File: src/rtl/ca6_atan2.sv
// Iterative CORDIC vectoring core: out_ans = atan2(in_y, in_x) in Q8.8 radians (pi = 16'h0324).
// Same level-sensitive start/done handshake as the forward trig core.
module ca6_atan2 #(
    parameter int unsigned ITER  = 12,
    parameter int unsigned GUARD = 4
) (
    input  logic        clk,
    input  logic        rst_n,
    input  logic        start,
    input  logic [15:0] in_x,
    input  logic [15:0] in_y,
    output logic [15:0] out_ans,
    output logic        done,
    output logic        busy
);

    localparam int unsigned DW     = 16;
    localparam int unsigned XW     = 18;
    localparam int unsigned ZW     = 16 + GUARD;
    localparam int unsigned IW     = 4;
    localparam int unsigned HALF_I = (32'd1 << GUARD) >> 1;

    // Angle constants are tabulated in Q3.12 and rescaled to the accumulator's fraction width.
    localparam logic signed [ZW-1:0] PI_Z    = $signed(ZW'((32'd12868 << GUARD) >> 4));
    localparam logic signed [ZW-1:0] HALF    = $signed(ZW'(HALF_I));
    localparam logic signed [ZW-1:0] ANS_MAX = $signed(ZW'(804));
    localparam logic signed [ZW-1:0] ANS_MIN = -$signed(ZW'(804));

    typedef enum logic [2:0] {
        S_IDLE,
        S_PRE,
        S_ITER,
        S_POST,
        S_DONE
    } state_t;

    // atan(2^-i) lookup in accumulator units
    function automatic logic signed [ZW-1:0] atan_at(input logic [IW-1:0] idx);
        int unsigned q12;
        case (idx)
            4'd0:    q12 = 32'd3217;
            4'd1:    q12 = 32'd1899;
            4'd2:    q12 = 32'd1003;
            4'd3:    q12 = 32'd509;
            4'd4:    q12 = 32'd256;
            4'd5:    q12 = 32'd128;
            4'd6:    q12 = 32'd64;
            4'd7:    q12 = 32'd32;
            4'd8:    q12 = 32'd16;
            4'd9:    q12 = 32'd8;
            4'd10:   q12 = 32'd4;
            4'd11:   q12 = 32'd2;
            default: q12 = 32'd0;
        endcase
        return $signed(ZW'((q12 << GUARD) >> 4));
    endfunction

    state_t                 state_q, state_d;
    logic signed [XW-1:0]   x_q, x_d, y_q, y_d;
    logic signed [XW-1:0]   xs, ys;
    logic signed [ZW-1:0]   z_q, z_d;
    logic signed [ZW-1:0]   atan_z, rnd;
    logic [IW-1:0]          i_q, i_d;
    logic                   zero_q, zero_d;
    logic [DW-1:0]          ans_d;
    logic                   done_d, busy_d;
    logic                   dir;

    // Next-state, datapath and output logic
    always_comb begin
        state_d = state_q;
        x_d     = x_q;
        y_d     = y_q;
        z_d     = z_q;
        i_d     = i_q;
        zero_d  = zero_q;
        ans_d   = out_ans;
        done_d  = done;
        xs      = x_q >>> i_q;
        ys      = y_q >>> i_q;
        atan_z  = atan_at(i_q);
        rnd     = (z_q + HALF) >>> GUARD;
        dir     = ~y_q[XW-1];

        case (state_q)
            S_IDLE: begin
                if (start) begin
                    x_d     = $signed({{(XW-DW){in_x[DW-1]}}, in_x});
                    y_d     = $signed({{(XW-DW){in_y[DW-1]}}, in_y});
                    state_d = S_PRE;
                end
            end
            S_PRE: begin
                // Fold the left half-plane onto the right one; 18 bits hold -(-32768).
                zero_d = (x_q == '0) && (y_q == '0);
                i_d    = '0;
                if (x_q[XW-1]) begin
                    x_d = -x_q;
                    y_d = -y_q;
                    z_d = y_q[XW-1] ? -PI_Z : PI_Z;
                end else begin
                    z_d = '0;
                end
                state_d = S_ITER;
            end
            S_ITER: begin
                if (dir) begin
                    x_d = x_q + ys;
                    y_d = y_q - xs;
                    z_d = z_q + atan_z;
                end else begin
                    x_d = x_q - ys;
                    y_d = y_q + xs;
                    z_d = z_q - atan_z;
                end
                if (i_q == IW'(ITER - 1)) begin
                    state_d = S_POST;
                end else begin
                    i_d = i_q + IW'(1);
                end
            end
            S_POST: begin
                // A zero vector has no direction; report 0 rather than the accumulated table sum.
                if (zero_q) begin
                    ans_d = '0;
                end else if (rnd > ANS_MAX) begin
                    ans_d = DW'(ANS_MAX);
                end else if (rnd < ANS_MIN) begin
                    ans_d = DW'(ANS_MIN);
                end else begin
                    ans_d = DW'(rnd);
                end
                done_d  = 1'b1;
                state_d = S_DONE;
            end
            S_DONE: begin
                if (!start) begin
                    done_d  = 1'b0;
                    state_d = S_IDLE;
                end
            end
            default: begin
                state_d = S_IDLE;
                done_d  = 1'b0;
            end
        endcase

        busy_d = (state_d == S_PRE) || (state_d == S_ITER) || (state_d == S_POST);
    end

    // State, datapath and registered outputs
    always_ff @(posedge clk or negedge rst_n) begin
        if (!rst_n) begin
            state_q <= S_IDLE;
            x_q     <= '0;
            y_q     <= '0;
            z_q     <= '0;
            i_q     <= '0;
            zero_q  <= 1'b0;
            out_ans <= '0;
            done    <= 1'b0;
            busy    <= 1'b0;
        end else begin
            state_q <= state_d;
            x_q     <= x_d;
            y_q     <= y_d;
            z_q     <= z_d;
            i_q     <= i_d;
            zero_q  <= zero_d;
            out_ans <= ans_d;
            done    <= done_d;
            busy    <= busy_d;
        end
    end

endmodule

File: config.mk
export PLATFORM = sky130hd
export DESIGN_NAME = ca6_atan2
export DESIGN_NICKNAME = d
export VERILOG_FILES = /design/src/rtl/ca6_atan2.sv
export SDC_FILE = /design/constraint.sdc
export NUM_CORES = 1
export LEC_CHECK = 0
export ABC_AREA = 1
export CORE_AREA = 3 3 162 148
export DETAILED_ROUTE_END_ITERATION = 10
export DIE_AREA = 0 0 165 151
export GPL_ROUTABILITY_DRIVEN = 0
export SYNTH_ARGS = -nofsm -noshare
export SYNTH_HDL_FRONTEND = slang
export SYNTH_SLANG_ARGS = --single-unit
File: constraint.sdc
create_clock -name clk -period 4.3 [get_ports clk]
set_clock_uncertainty 0.1 [all_clocks]
set_input_delay 0.43 -clock clk [delete_from_list [all_inputs] [get_ports clk]]
set_output_delay 0.43 -clock clk [all_outputs]
set_load 0.01 [all_outputs]
# [After elaboration in Yosys (flattened, before gate mapping)]
# Memories as Yosys holds them, arrays and structs flattened.
# Index checks and enable logic that the tools add are counted.
# Widths: inputs -> output; s select.
[word_totals] regBits=82 rom_bits=192 output_inout_bits=18 elab_cells=74 mem_count=1
[memory_table] memory="(name not given)" words=16 width=12 rd=1 rd_clocked_by_memory_dff=0 wr=0 line_no="40" text="case (idx)"
[classes] addsub=10 order_cmp=2 n_eq_ne=12 n_shift=2 n_mux=23 n_bitwise=1 n_reduce_logical=13
[ops] operator="$mux 18" n=6
[ops] operator="$pmux 18 s3" n=2
[ops] operator="$mux 20" n=3
[ops] operator="$mux 16" n=3
[ops] operator="$pmux 20 s2" n=1
[ops] operator="$add 18x18->18" n=2
[ops] operator="$logic_not 18->1" n=2
[ops] operator="$neg 18->18" n=2
[ops] operator="$sshr 18x4->18" n=2
[ops] operator="$sub 18x18->18" n=2
[ops] operator="$add 20x20->20" n=1
[ops] operator="$add 20x5->20 const B" n=1
[ops] operator="$sub 20x20->20" n=1
[ops] operator="$gt 16x11->1 const B" n=1
[ops] operator="$lt 16x11->1 const B" n=1
[ops] operator="$pmux 3 s5" n=1
[ops] operator="$eq 3x2->1 const B" n=4
[ops] operator="$mux 3" n=3
[ops] operator="$ne 2x2->1 const B" n=4
[ops] operator="$pmux 4 s2" n=1
[ops] operator="$eq 3x1->1 const B" n=2
[ops] operator="$reduce_and 2->1" n=3
[ops] operator="$add 4x1->4 const B" n=1
[ops] operator="$eq 4x4->1 const B" n=1
[ops] operator="other kinds (12)" n=13

# [Depth between registers and ports, before layout]
# Gate-level depths: netlist of run 1.
[depth] ltp_word=6 depth_mapped=30 ltp_nobuf=29

# [Least setup slack after synthesis of run 1]
# No wires, ideal clock.
[synth_timing] path_type="register to register" startpoint="reg i_q[0]" endpoint="reg z_q[15]" arrival_time_ns=3.654 required_ns=4.113 slack_ns=0.458 path_stages_with_launch=26 path_buffers=2 period_less_slack_ns=3.842 cell_sequence="dfrtp_1 -> inv_2 -> buf_6 -> buf_6 -> ha_1 -> inv_1 -> nor2_1 -> a21oi_1 -> ha_1 -> inv_1 -> nor3_1 -> inv_1 -> o31ai_1 -> xnor2_1 -> inv_1 -> ha_1 -> a21oi_1 -> nand2_1 -> nand2_1 -> o211ai_1 -> a21oi_1 -> inv_1 -> a21oi_1 -> xnor2_1 -> nand2_1 -> a22oi_1"
[synth_via] elab_chain_cells=4 elab_cells_between_ends=5
[synth_rtl] element="start, declared" line_no="63" text="logic [IW-1:0] i_q, i_d;"
[synth_rtl] element="start signal, assigned" line_no="168" text="i_q <= i_d;"
[synth_rtl] element="$mem_v2 16x12 (*)"
[synth_rtl] element="$add 20x20->20 or $sub 20x20->20 (tied branches)" line_no="110, 114"
[synth_rtl] element="$mux 20 (*)" line_no="107" text="if (dir) begin"
[synth_rtl] element="$pmux 20 s2 (*)" line_no="85" text="case (state_q)"
[synth_rtl] element="end signal, assigned" line_no="167" text="z_q <= z_d;"
[synth_rtl] element="end, declared" line_no="61" text="logic signed [ZW-1:0] z_q, z_d;"
# Every way passes the cells marked *; elsewhere a longest branch is shown, timed or not.
# A chain may end at the register's enable or synchronous reset.

# [Worst setup path in the final report of run 1]
[layout_timing] startpoint="reg i_q[0]" endpoint="reg z_q[16]"
# Same word-level chain as after synthesis.

==> flow_metrics.tcl, run 1 <==
set metrics [dict create \
    cp.required_ns 4.43 \
    yosys.area.top_type "dfrtp_1" \
    end_kind "flip-flop" \
    grt_pass1_vias 10620 \
    drive_above_1_share 0.09096 \
    final-setup-viol-count 0 \
    cts_num_sinks 82 \
    final_common_cell "nand2_1" \
    post-route-min-period_ns 4.035 \
    area_growth_syn_to_layout_pct 15.85 \
    cts_tree "done" \
    layout_common_cells "nand2_1 (430), nand3_1 (166), inv_1 (164)" \
    async_flop_share 1.000 \
    clkTransAtPathRegs_ns 0.08 \
    clkLatencyLatePin_ns 0.36 \
    row_count 52 \
    hold_class "input port to asynchronous set/reset pin" \
    root_buffer "clkbuf_16" \
    relSlewSlack 0.4346 \
    ant_nets 0 \
    grt_max_degree 50 \
    placement.io_buffers 52 \
    die_h_um 151 \
    nFillCells 2340 \
    layout.nets 1793 \
    drtIter0Drc 931 \
    ios 53 \
    htree_num_levels 3 \
    grt_antenna_before_repair 0 \
    worstSetupStartpoint "i_q[0]$_DFFE_PN0P_" \
    cts_buffers 9 \
    startpoint_type "flip-flop" \
    avgSynthCellArea_um2 6.168 \
    reg2reg_depth 20 \
    start_util 0.4473 \
    grt_pass1_wl_um 55150 \
    fin_cells 1990 \
    grt_overflow 0 \
    diodes 0 \
    maxClockFrequency_ghz 0.2478 \
    timing.final.crit_share 0.9385 \
    rsz0062_at_grt "yes" \
    drt-total-wl_um 35150 \
    dp_cells 1971 \
    reg2reg_from "i_q[0]$_DFFE_PN0P_" \
    synth-main-ff-cell "dfrtp_1" \
    worst_pin_slew_ns 0.8468 \
    maxUsedRoutingLayer "met4" \
    report.final.hold_viol_count 0 \
    r2r-end "z_q[16]$_DFFE_PN0N_" \
    crit_type "flip-flop to flip-flop" \
    cts.path.max_buffers 2 \
    vias_per_cell 5.735 \
    r2r_setup_slack_ns 0.26 \
    synth-seq-cells 82 \
    crit_fanout 16 \
    maxSlewViolCount 0 \
    status "finished, final reports clean" \
    whs_ns 0.03785 \
    synthCells 1628 \
    worstPathArrival_ns 4.17 \
    synth.top_cell.area_share 0.2044 \
    drt-wirelength-per-cell_um 17.66 \
    max_cap_viol_count 0 \
    dp_hpwl_um 26750 \
    die_x_um 165 \
    drcViolationCount 0 \
    first_pass_iters 6 \
    wl_met1_um 15840 \
    die_area_mm2 0.02492 \
    vias 11410 \
    synth.cell_area_mm2 0.01004 \
    synth_edf_count 0 \
    yosysUniqueCellTypes 55 \
    postCtsHoldBufs 0 \
    yosysWarnings 0 \
    seq_area_frac_synth 0.2044 \
    grtUsageTotal 0.2785 \
    critPathCapture "z_q[16]$_DFFE_PN0N_" \
    synth_fp_nets 1733 \
    synthTopCellsByArea "dfrtp_1 (20%), nand2_1 (16%), ha_1 (8.3%)" \
    dr_wl_met2_um 15860 \
    wl_met3_um 2376 \
    placeableCoreArea_mm2 0.02245 \
]
per-stage QoR:
step	setup slack [ns]	cell area [um2]	util	TNS [ns]
6_report	0.2645	11630	0.5182	0
5_1_grt	-0.07117	11630	0.5182	-0.1872
4_1_cts	0.1713	11390	0.5074	0
3_5_place_dp	0.1890	11090	0.4940	0
3_3_place_gp	0.2291	11090	0.4940	0
2_1_floorplan	0.4584	10040	-	0
cell families (layout without fill, tap and decap cells):
logic type	after synthesis	count (layout)	share of synthesized area
xor gates and xnor gates	58	58	0.05059
and+or+nand+nor	799	799	0.3427
AOI/OAI and AO/OA	384	384	0.2182
DFF	82	82	0.2044
buffers and inverters	235	300	0.09470
adders and majority gates	70	70	0.08947
registers in the layout, indices dropped and copies added (netlist names):
name     count
busy         1
z_q         20
zero_q       1
state_q      3
i_q          4
y_q         18
out_ans     16
done         1
x_q         18
final cells by class:
| type | instances | area, um2 | share of cell area |
|---|---|---|---|
| clock buffer | 9 | 225.2 | 0.01936 |
| sequential | 82 | 2053 | 0.1765 |
| clock inverter | 7 | 73.82 | 0.006346 |
| timing repair buffer | 103 | 998.5 | 0.08583 |
| multi-input combinational | 1311 | 7231 | 0.6216 |
| tap | 297 | 371.6 | 0.03195 |
| inverter | 181 | 679.4 | 0.05841 |
routing by layer:
metal / GRT usage / vias to the layer above
li1: - / 5637
met1: 0.3778 / 5295
met2: 0.4484 / 418
met3: 0.04567 / 63
met4: 0.09769 / 0
met5: 0 / -
worst min-delay path by stage:
| stage | end | slack (ns) |
|---|---|---|
| after floorplan | busy$_DFF_PN0_ | 0.03 |
| after global placement | out_ans[13]$_DFFE_PN0P_ | 0.37 |
| after detailed placement | out_ans[13]$_DFFE_PN0P_ | 0.37 |
| after CTS | z_q[6]$_DFFE_PN0N_ | 0.06 |
| after global routing | z_q[5]$_DFFE_PN0N_ | 0.08 |
| final | z_q[3]$_DFFE_PN0N_ | 0.04 |
critical path, stage by stage (launching register included):
cell and delay (ns):
dfrtp_2 0.45, inv_2 0.09, buf_12 0.15, ha_1 0.29
inv_1 0.06, nor2_1 0.20, a21oi_2 0.06, ha_1 0.28
o21ai_0 0.27, inv_1 0.10, fa_1 0.39, inv_1 0.20
nand3_1 0.13, nor2_1 0.12, nor2_1 0.08, o21ai_0 0.33
nand3_1 0.12, o2111ai_1 0.14, a21oi_1 0.10, o21ai_0 0.13
a22oi_1 0.10
cell usage after synthesis (6+ instances only):
cell type  count
or2_2          8
nand3_1      166
buf_2         16
inv_1        164
ha_1          67
a21oi_1      142
dfrtp_1       82
nor2_2         6
nor3_1        23
a21oi_2        6
o21ai_0      119
o211ai_1      14
xor2_1        40
nand2_1      433
o31ai_1       10
nand4_1       13
inv_2         14
nor2_1       122
clkbuf_1      28
o21ai_1       21
xnor2_1       18
a22oi_1       17
o22ai_1        7
a31oi_1       16
repair_timing:
action | in CTS | in global routing
buffers inserted | 0 | 1
gates resized for setup | 0 | 50
setup endpoints to repair | 0 | 27
Power of run 1 is left out: the tool's default activity adds up to more than one toggle a clock period on the data nets, which glitch-free logic cannot reach.
==> run 2: changes to the inputs <==
==> constraint.sdc (replaced) <==
create_clock -name clk -period 3.83 [get_ports clk]
set_clock_uncertainty 0.1 [all_clocks]
set_input_delay 0.383 -clock clk [delete_from_list [all_inputs] [get_ports clk]]
set_output_delay 0.383 -clock clk [all_outputs]
set_load 0.01 [all_outputs]
==> run 2 against run 1 <==
Net effect:
- the flow now finishes with violations (setup timing)
- worst setup slack worse by 0.52 ns
- critical path depth is 10 higher
- die area stayed put
- cell count is 14% higher
- critical endpoint is now x_q[17]$_DFFE_PN0P_
- largest cell class unchanged
==> flow_metrics.tcl, run 2 (synthesized netlist as in run 1, its figures left out) <==
set metrics [dict create \
    status "finished, violations left" \
    violations "setup timing" \
    layout_common_cells "nand2_1 (392), buf_4 (319), inv_1 (160)" \
    drtIter0Drc 1091 \
    hold_class "flip-flop to flip-flop" \
    clkTransAtPathRegs_ns 0.08 \
    cp.required_ns 4.03 \
    grt_antenna_before_repair 0 \
    diodes 0 \
    cts_num_sinks 82 \
    timing.final.crit_share 1.067 \
    grt_max_degree 40 \
    root_buffer "clkbuf_16" \
    worstPathArrival_ns 4.29 \
    max_stage_delay_ns 0.46 \
    start_util 0.4473 \
    reg2reg_from "i_q[0]$_DFFE_PN0P_" \
    drive_above_1_share 0.2933 \
    preCtsSetupSlack_ns -0.3705 \
    post-route-min-period_ns 4.085 \
    die_x_um 165 \
    placement.io_buffers 52 \
    ios 53 \
    final_common_cell "nand2_1" \
    holdCritStartpoint "out_ans[0]$_DFFE_PN0P_" \
    die_h_um 151 \
    row_count 52 \
    grt_pass1_vias 11630 \
    cts_buffers 9 \
    maxSlewViolCount 0 \
    report.final.hold_viol_count 0 \
    drcViolationCount 0 \
    grtUsageTotal 0.3010 \
    regMostFlops "z_q" \
    cts.path.max_buffers 2 \
    die_area_mm2 0.02492 \
    drt-wirelength-per-cell_um 16.99 \
    rsz0062_at_grt "yes" \
    htree_num_levels 3 \
    grt_pass1_wl_um 59620 \
    maxClockFrequency_ghz 0.2448 \
    ant_nets 0 \
    cpMaxStageDelayCell "dfrtp_2" \
    drt-total-wl_um 38540 \
    clkLatencyLatePin_ns 0.37 \
    path_common_cell "nand3_1" \
    dp_hpwl_um 28620 \
    largest_register_ffs 20 \
    worst_pin_slew_ns 0.9202 \
    worstSetupStartpoint "i_q[0]$_DFFE_PN0P_" \
    largestRegisters "z_q x20, x_q x18, y_q x18" \
    worst_slack_ns -0.2553 \
    startpoint_type "flip-flop" \
    end_kind "flip-flop" \
    whs_ns 0.3869 \
    area_growth_syn_to_layout_pct 44.27 \
    crit_type "flip-flop to flip-flop" \
    grt_overflow 0 \
    vias_per_cell 5.564 \
    final-setup-viol-count 25 \
    crit_fanout 12 \
    max_cap_viol_count 0 \
    layout.nets 2071 \
    placeableCoreArea_mm2 0.02245 \
    first_pass_iters 5 \
    relSlewSlack 0.3856 \
    cts_tree "done" \
    vias 12620 \
]
==> run 2: cell types whose count changed in the layout (fill, tap and decap cells not counted), sizes merged <==
cell         delta
dlygate4sd3     +1
clkinvlp        +1
clkbuf          -2
buf           +279
clkinv          -1
==> run 2: repair_timing <==
action / CTS / global route
hold buffers: 1 / 0
endpoints found under the hold margin: 35 / 0
setup buffers: 11 / 21
endpoints found under the setup margin: 31 / 36
pin swaps: 30 / 51
gates cloned: 1 / 0
resized for setup: 112 / 150
==> run 2: layout make-up <==
type / count / area [um2]
inverters: 181 / 681.9
repair buffers: 381 / 3095
clock buffers: 9 / 225.2
multi-input cells: 1311 / 7985
fillers: 2039 / 7960
well taps: 297 / 371.6
flip-flops and latches: 82 / 2054
clock inverters: 7 / 72.57
==> run 2: critical path: cells and delay by family (launching register included) <==
| family | cells | cell delay [ns] |
|---|---|---|
| simple gates | 19 | 2.13 |
| buf+inv | 8 | 0.87 |
| flops | 1 | 0.46 |
| compound gates | 2 | 0.30 |
| fa+ha+maj | 1 | 0.14 |
==> run 2: final timing paths <==
kind / to / slack (ns) / cells past startpoint
worst max-delay path: x_q[17]$_DFFE_PN0P_ / -0.26 / 30
worst min-delay path: out_ans[0]$_DFFE_PN0P_ / 0.39 / 2
worst max register to register: x_q[17]$_DFFE_PN0P_ / -0.26 / 30
worst min register to register: out_ans[0]$_DFFE_PN0P_ / 0.39 / 2
max in group asynchronous: zero_q$_DFFE_PN0P_ / 2.41 / 3
min in group asynchronous: z_q[4]$_DFFE_PN0N_ / 0.43 / 2
==> run 2: through the flow <==
step | setup TNS [ns] | cell area, um2 | cells | util
floorplan | 0 | 10040 | 1628 | -
global placement | -3.579 | 12950 | 2218 | 0.5768
detailed placement | -5.356 | 12950 | 2218 | 0.5768
CTS | -1.100 | 13780 | 2247 | 0.6139
global route | -9.947 | 14490 | 2268 | 0.6454
finish | -2.275 | 14490 | 2268 | 0.6454
==> run 2: layer usage <==
layer | up-vias | wire [um] | part of all wire | GRT usage
li1 | 6208 | - | - | -
met1 | 5878 | 16890 | 0.44 | 0.4077
met2 | 452 | 18060 | 0.47 | 0.4994
met3 | 81 | 2355 | 0.061 | 0.04102
met4 | 0 | 1230 | 0.032 | 0.08889
met5 | - | 0 | 0 | 0
Power of run 2 is left out for the same reason.
